**src/rtl/card18_pulse_gen.sv**
```systemverilog
// Card 18 timing-line pulse-train generator: emits N low-then-high pulses with
// latched, programmable phase lengths, idling high; one-cycle done strobe at the end.
module card18_pulse_gen #(
   parameter int WIDTH     = 18,
   parameter int CNT_WIDTH = 8
) (
   input  logic                 clk,
   input  logic                 reset,
   input  logic                 start,
   input  logic                 abort,
   input  logic [WIDTH-1:0]     low_len,
   input  logic [WIDTH-1:0]     high_len,
   input  logic [CNT_WIDTH-1:0] num_pulses,
   output logic                 out,
   output logic                 busy,
   output logic                 done
);

   localparam logic [1:0] S_IDLE = 2'd0;
   localparam logic [1:0] S_LOW  = 2'd1;
   localparam logic [1:0] S_HIGH = 2'd2;
   localparam logic [1:0] S_DONE = 2'd3;

   logic [1:0]           state;
   logic [WIDTH-1:0]     low_q;
   logic [WIDTH-1:0]     high_q;
   logic [WIDTH-1:0]     phase_cnt;
   logic [CNT_WIDTH-1:0] pulse_cnt;
   logic [WIDTH-1:0]     low_eff;
   logic [WIDTH-1:0]     high_eff;
   logic                 phase_last;

   // A zero length still yields a one-cycle phase.
   always_comb begin
      low_eff  = (low_len  == '0) ? WIDTH'(1) : low_len;
      high_eff = (high_len == '0) ? WIDTH'(1) : high_len;
   end

   // Reload happens at count 1, so the counter never reaches 0 mid-train.
   assign phase_last = (phase_cnt <= WIDTH'(1));

   always_ff @(posedge clk) begin
      if (reset) begin
         state     <= S_IDLE;
         low_q     <= '0;
         high_q    <= '0;
         phase_cnt <= '0;
         pulse_cnt <= '0;
      end else begin
         case (state)
            S_IDLE: begin
               if (start) begin
                  low_q     <= low_eff;
                  high_q    <= high_eff;
                  phase_cnt <= low_eff;
                  pulse_cnt <= num_pulses;
                  state     <= (num_pulses != '0) ? S_LOW : S_DONE;
               end
            end
            S_LOW: begin
               if (abort) begin
                  state <= S_IDLE;
               end else if (phase_last) begin
                  phase_cnt <= high_q;
                  state     <= S_HIGH;
               end else begin
                  phase_cnt <= phase_cnt - WIDTH'(1);
               end
            end
            S_HIGH: begin
               if (abort) begin
                  state <= S_IDLE;
               end else if (phase_last) begin
                  pulse_cnt <= pulse_cnt - CNT_WIDTH'(1);
                  if (pulse_cnt == CNT_WIDTH'(1)) begin
                     state <= S_DONE;
                  end else begin
                     phase_cnt <= low_q;
                     state     <= S_LOW;
                  end
               end else begin
                  phase_cnt <= phase_cnt - WIDTH'(1);
               end
            end
            default: begin
               state <= S_IDLE;
            end
         endcase
      end
   end

   assign out  = (state != S_LOW);
   assign busy = (state == S_LOW) || (state == S_HIGH);
   assign done = (state == S_DONE);

endmodule

```
**config.mk**
```make
export PLATFORM = sky130hd
export DESIGN_NAME = card18_pulse_gen
export DESIGN_NICKNAME = d
export VERILOG_FILES = /design/src/rtl/card18_pulse_gen.sv
export SDC_FILE = /design/constraint.sdc
export NUM_CORES = 1
export LEC_CHECK = 0
export CAP_MARGIN = 0
export CORE_MARGIN = 4
export CORE_UTILIZATION = 45
export CTS_CLUSTER_DIAMETER = 200
export DETAILED_ROUTE_END_ITERATION = 16
export PLACE_DENSITY = 0.71
export SYNTH_ARGS = -nofsm -noshare
export SYNTH_HDL_FRONTEND = slang
export SYNTH_SLANG_ARGS = --single-unit
```
**constraint.sdc**
```tcl
create_clock -name clk -period 2.2 [get_ports clk]
set_input_delay 0.66 -clock clk [delete_from_list [all_inputs] [get_ports clk]]
set_output_delay 0.66 -clock clk [all_outputs]
set_load 0.005 [all_outputs]
```
==> results of run 1 <==
## metrics by stage
stage	util	std cells	TNS (ns)
6_report	0.625	682	0
5_1_grt	0.625	682	-0.0200
4_1_cts	0.618	680	0
3_5_place_dp	0.591	663	-2.03
3_3_place_gp	0.591	663	-0.992
2_1_floorplan	-	483	0
## cell usage after synthesis, drive strengths merged (3+ instances only)
library cell,instances,area [um^2]
a21oi,52,260
nor4b,3,26.3
a22oi,8,65.1
nand4,8,50.1
nand2,93,352
ha,8,100
a22o,4,35.0
o32ai,3,26.3
buf,15,111
a31oi,8,50.1
nand2b,4,25.0
clkbuf,20,75.1
a211oi,7,62.6
o221ai,5,43.8
mux2i,5,50.1
nor2b,3,18.8
xor2,4,35.0
o21ai,19,95.1
o31ai,9,81.3
o21a,6,45.0
o2111ai,3,26.3
inv,13,48.8
or4,6,48.8
nor3,14,70.1
o211ai,7,52.6
dfxtp,64,1280
nand3,8,40.0
nor2,40,160
nor4,8,65.1
xnor2,4,35.0
## worst register-to-register path: stages (launching register included)
cell      delay (ns)
dfxtp_1         0.32
or4_4           0.53
or2_4           0.30
buf_4           0.18
o31ai_1         0.31
a221oi_1        0.14
a21oi_1         0.17
a211oi_1        0.09
## final cells by class
type	instances	share of cell area
repair buffers	116	0.209
inverters	13	0.00990
clock buffers	11	0.0287
multi-input cells	371	0.455
clock inverters	5	0.0114
well taps	102	0.0259
flip-flops and latches	64	0.260
## flip-flops by register name, indices dropped and copies added, names as in the netlist
| signal | count |
|---|---|
| state | 2 |
| low_q | 18 |
| pulse_cnt | 8 |
| phase_cnt | 18 |
| high_q | 18 |
## cells by family (layout without fill, tap and decap cells)
| logic type | Yosys count | count (layout) |
|---|---|---|
| xor+xnor | 8 | 8 |
| flops | 64 | 64 |
| buf+inv | 48 | 145 |
| compound gates | 153 | 153 |
| mux | 5 | 5 |
| fa+ha+maj | 8 | 8 |
| simple gates | 197 | 197 |
## path summary, 6_finish.rpt
| kind | endpoint | slack, ns |
|---|---|---|
| worst max register to register | phase_cnt[6]$_SDFFE_PP0P_ | 0.05 |
| worst max-delay path | phase_cnt[6]$_SDFFE_PP0P_ | 0.05 |
| worst min register to register | high_q[11]$_SDFFE_PP0P_ | 0.46 |
| worst min-delay path | high_q[11]$_SDFFE_PP0P_ | 0.46 |
## timing repair
item / CTS / global route
setup buffers: 1 / 2
endpoints found under the setup margin: 13 / 15
pin swaps: 0 / 3
gates resized for setup: 7 / 12
gates cloned: 0 / 0
## power by group through the flow
stage / combinational (W) / clock [W] / sequential [W]
floorplan: 0.00209 / 0 / 0.00158
global placement: 0.00327 / 0 / 0.00160
detailed placement: 0.00331 / 0 / 0.00160
CTS: 0.00333 / 0.00104 / 0.00158
global route: 0.00379 / 0.00110 / 0.00162
finish: 0.00349 / 0.00103 / 0.00159
## layer usage
layer	GRT usage	part of all wire
met1	0.343	0.45
met2	0.362	0.43
met3	0.0573	0.086
met4	0.121	0.040
met5	0	0
==> results.json, run 1 <==
{
  "status": "completed",
  "antenna_cells": 0,
  "p_int_w": 0.00348,
  "final_antenna_net_count": 0,
  "finalNetCount": 631,
  "postRouteWirelength_um": 12000,
  "synth_top_family_by_area": "compound AO/OA/AOI/OAI gates",
  "fmax_ghz": 0.465,
  "path_class": "reg2reg",
  "synthArstFlopShare": 0,
  "synth-compound-area-share": 0.282,
  "drive_above_1_share": 0.190,
  "synthesis.nets": 539,
  "vias": 4093,
  "fin_crit_ns": 2.15,
  "setup_ws_ns": 0.0477,
  "fillCellCount": 704,
  "crit_chain": "or4_4 > or2_4 > buf_4 > o31ai_1 > a221oi_1 > a21oi_1 > a211oi_1",
  "place_area_um2": 4660,
  "p_clk_frac": 0.168,
  "crit_family": "simple AND/OR/NAND/NOR gates",
  "synth-simple-area-share": 0.251,
  "synth.distinct_cells": 66,
  "end_kind": "flop",
  "cts_tree": "yes",
  "switching_share": 0.432,
  "power_per_cell_area_nw_per_um2": 1240,
  "final_cell_mix": "nand2_1, dfxtp_1, buf_4",
  "slew_viol_final": 0,
  "ys_seq_area_frac": 0.345,
  "grt_pass1_wl_um": 19300,
  "clockBufferDepth": 2,
  "relSlewSlack": 0.704,
  "p_leak_nw": 1.89,
  "worst_r2r_path_depth": 7,
  "holdWs_ns": 0.456,
  "p_total_w": 0.00611,
  "cp_num_cells": 7,
  "start_kind": "flop",
  "grt_pass1_vias": 3896,
  "grt_overflow": 0,
  "yosys_warnings": 0,
  "cap_violations": 0,
  "start_util": 0.470,
  "synthXorXnorAreaFrac": 0.0189,
  "yosys.area_share.adder": 0.0270,
  "holdBufCountCts": 0,
  "post_drt_wl_per_cell_um": 17.6,
  "numCtsBuffers": 9,
  "fin_crit_sh": 0.978,
  "cts-root-buf": "clkbuf_8",
  "drc": 0,
  "die_w_um": 98.8,
  "critical_path.max_stage_delay_ns": 0.53,
  "worst-path-buf-inv": 1,
  "synthMuxAreaShare": 0.0135,
  "hold_depth": 2,
  "syn_area_um2": 3710,
  "regToRegStartpoint": "phase_cnt[17]$_SDFFE_PP0P_",
  "layout_commonest_cell": "nand2_1",
  "finalInstanceArea_um2": 4930,
  "drt_iter0_drc": 407,
  "cts_max_level": 3,
  "arrival_ns": 2.39,
  "regArea_um2": 1280,
  "ir_drop_mv": 0.464,
  "critPathMaxFanout": 8,
  "cp_data_required_time_ns": 2.44,
  "insertion_delay_ns": 0.35,
  "die_area_um2": 9760,
  "ios": 51,
  "ys_ff_latch": 64,
  "hpwl_um": 8730,
  "portBuffers": 50,
  "gp_congestion": 0.926,
  "placementRows": 32,
  "synthFlopType": "dfxtp_1",
  "grt_max_degree": 39,
  "cts.sinks": 64,
  "synth_edf_count": 0,
  "multi_input_area_um2": 2240,
  "worst_pin_slew_ns": 0.441,
  "comb_power_share": 0.571,
  "min_path_type": "reg2reg",
  "syn_to_final_growth_pct": 32.8,
  "place_ws_ns": -0.160,
  "p_sw_w": 0.00264,
  "viasPerCell": 6.00,
  "hold_viol": 0,
  "grt_antenna_before_repair": 0,
  "die_y_um": 98.8,
  "syn_avg_cell_area_um2": 7.68,
  "crit_path_start": "phase_cnt[17]$_SDFFE_PP0P_",
  "cpMaxStageDelayCell": "or4_4",
  "seqPwrFrac": 0.261,
  "clock_skew_ns": 0.00611,
  "grt_use_total": 0.248,
  "setup_violations": 0,
  "hold_start": "high_q[11]$_SDFFE_PP0P_",
  "firstDrtPassIters": 5,
  "syn_inst": 483,
  "core-area_um2": 7890,
  "path_clk_slew_ns": 0.07
}
No activity file was read; power rests on OpenSTA's default activity.
==> run 2: changes to the inputs <==
- CELL_PAD_IN_SITES_DETAIL_PLACEMENT: not set -> 1
- CELL_PAD_IN_SITES_GLOBAL_PLACEMENT: not set -> 1
- CORE_UTILIZATION: 45 -> 37
- CTS_BUF_LIST: not set -> sky130_fd_sc_hd__clkbuf_4 sky130_fd_sc_hd__clkbuf_8 sky130_fd_sc_hd__clkbuf_16
- PLACE_DENSITY: 0.71 -> 0.78
==> run 2 against run 1 <==
Net effect:
- worst setup slack got worse by 0.047 ns
- worst hold slack improved by 0.0052 ns
- non-clock buffer count is 14 higher
- final area up 5.3%
- clock power increased by 23%
- utilization shrank 9.4 points
- global-route usage rose by 0.33 points
- critical path depth did not move
- critical path type unchanged
==> results.json, run 2 (synthesis gave the netlist of run 1 again) <==
{
  "status": "completed",
  "cts_tree": "yes",
  "insertion_delay_ns": 0.34,
  "final_cell_mix": "nand2_1, buf_4, dfxtp_1",
  "die_w_um": 108,
  "rsz0062_at_grt": "yes",
  "drc": 0,
  "reg2reg_to": "phase_cnt[1]$_SDFFE_PP0P_",
  "finalNetCount": 645,
  "cap_violations": 0,
  "fin_crit_sh": 1.00,
  "relSlewSlack": 0.716,
  "worst_pin_slew_ns": 0.426,
  "reg.largest.list": "high_q (18), low_q (18), phase_cnt (18)",
  "power_per_cell_area_nw_per_um2": 1310,
  "setup_ws_ns": 0.000747,
  "portBuffers": 50,
  "die_y_um": 108,
  "syn_to_final_growth_pct": 39.9,
  "drive_above_1_share": 0.231,
  "start_kind": "flop",
  "cts_max_level": 3,
  "cpMaxStageDelayCell": "or4_4",
  "postRouteWirelength_um": 14800,
  "grt_antenna_before_repair": 0,
  "grt_max_degree": 38,
  "placementRows": 36,
  "gp_congestion": 0.936,
  "firstDrtPassIters": 5,
  "holdWs_ns": 0.461,
  "finalInstanceArea_um2": 5190,
  "hold_viol": 0,
  "place_ws_ns": -0.239,
  "hpwl_um": 10500,
  "min_path_type": "reg2reg",
  "final_antenna_net_count": 0,
  "drt_iter0_drc": 310,
  "die_area_um2": 11700,
  "grt_use_total": 0.251,
  "antenna_cells": 0,
  "cts-root-buf": "clkbuf_8",
  "core-area_um2": 9770,
  "ios": 51,
  "vias": 4192,
  "grt_pass1_wl_um": 22800,
  "hold_depth": 2,
  "crit_path_start": "phase_cnt[17]$_SDFFE_PP0P_",
  "crit_top_cell": "a22o_1",
  "grt_pass1_vias": 4304,
  "start_util": 0.380,
  "layout_commonest_cell": "nand2_1",
  "path_class": "reg2reg",
  "viasPerCell": 5.77,
  "worst-path-buf-inv": 1,
  "critPathMaxFanout": 16,
  "hold_start": "high_q[13]$_SDFFE_PP0P_",
  "grt_overflow": 0,
  "path_clk_slew_ns": 0.08,
  "post_drt_wl_per_cell_um": 20.3,
  "cts.sinks": 64,
  "setup_violations": 0,
  "cp_data_required_time_ns": 2.43,
  "crit_family": "simple AND/OR/NAND/NOR gates",
  "end_kind": "flop",
  "clock_skew_ns": 0.0107,
  "arrival_ns": 2.43,
  "critical_path.max_stage_delay_ns": 0.54,
  "ir_drop_mv": 0.422,
  "place_area_um2": 4770,
  "numCtsBuffers": 9,
  "slew_viol_final": 0,
  "hold_path_end": "high_q[13]$_SDFFE_PP0P_",
  "r2r_slack_ns": 0.0007,
  "crit_chain": "or4_4 > or2_4 > buf_8 > o31ai_1 > a22o_1 > a21oi_1 > a22o_1",
  "fillCellCount": 1199,
  "regToRegStartpoint": "phase_cnt[17]$_SDFFE_PP0P_",
  "clockBufferDepth": 2,
  "p_leak_nw": 1.99,
  "fin_crit_ns": 2.20,
  "worst_r2r_path_depth": 7,
  "fmax_ghz": 0.455
}
==> run 2: worst max-delay path by stage <==
stage                                     end  slack, ns  depth (start not counted)
finish              phase_cnt[1]$_SDFFE_PP0P_     0.0007                          7
floorplan           pulse_cnt[7]$_SDFFE_PP0P_       0.06                          9
global placement    phase_cnt[7]$_SDFFE_PP0P_      -0.22                          7
detailed placement  phase_cnt[0]$_SDFFE_PP0P_      -0.24                          7
CTS                 phase_cnt[6]$_SDFFE_PP0P_      0.009                          7
global route        phase_cnt[2]$_SDFFE_PP0P_      -0.04                          9
==> run 2: layout make-up <==
cell class	instances	area, um^2	share of cell area
multi-input cells	371	2320	0.446
flip-flops and latches	64	1290	0.248
repair buffers	130	1130	0.218
well taps	133	166	0.0321
clock buffers	9	124	0.0239
clock inverters	7	120	0.0231
inverters	13	48.8	0.00940
==> run 2: what timing repair did <==
action | in CTS | in global routing
setup buffers | 1 | 4
gates resized for setup | 11 | 29
endpoints found under the setup margin | 17 | 19
gates cloned | 0 | 1
pin swaps | 0 | 9
hold buffers | 0 | 0
==> run 2: worst register-to-register path, cell delays in order (launching register included) <==
cell and delay (ns):
dfxtp_1 0.33, or4_4 0.54, or2_4 0.29, buf_8 0.17
o31ai_1 0.29, a22o_1 0.18, a21oi_1 0.09, a22o_1 0.20
==> run 2: where the power goes <==
part | switching [W] | internal [W] | leakage [nW]
registers | 0.000198 | 0.00139 | 0.527
logic | 0.00226 | 0.00170 | 1.34
clock network | 0.000513 | 0.000755 | 0.119
total | 0.00297 | 0.00385 | 1.99
==> run 2: per-stage QoR <==
step                setup TNS [ns]  instances  total power, W   util
finish                           0        727         0.00682  0.531
global route                -0.152        727         0.00720  0.531
CTS                              0        722         0.00644  0.515
detailed placement           -2.93        705         0.00509  0.488
global placement             -1.78        705         0.00498  0.488
floorplan                        0        483         0.00367      -
==> run 2: routing by layer <==
layer	GRT usage	routed length, um	vias to the layer above
met2	0.408	7090	142
met4	0.100	380	0
met1	0.329	6470	2048
li1	-	-	1973
met5	0	0	-
met3	0.0496	810	29
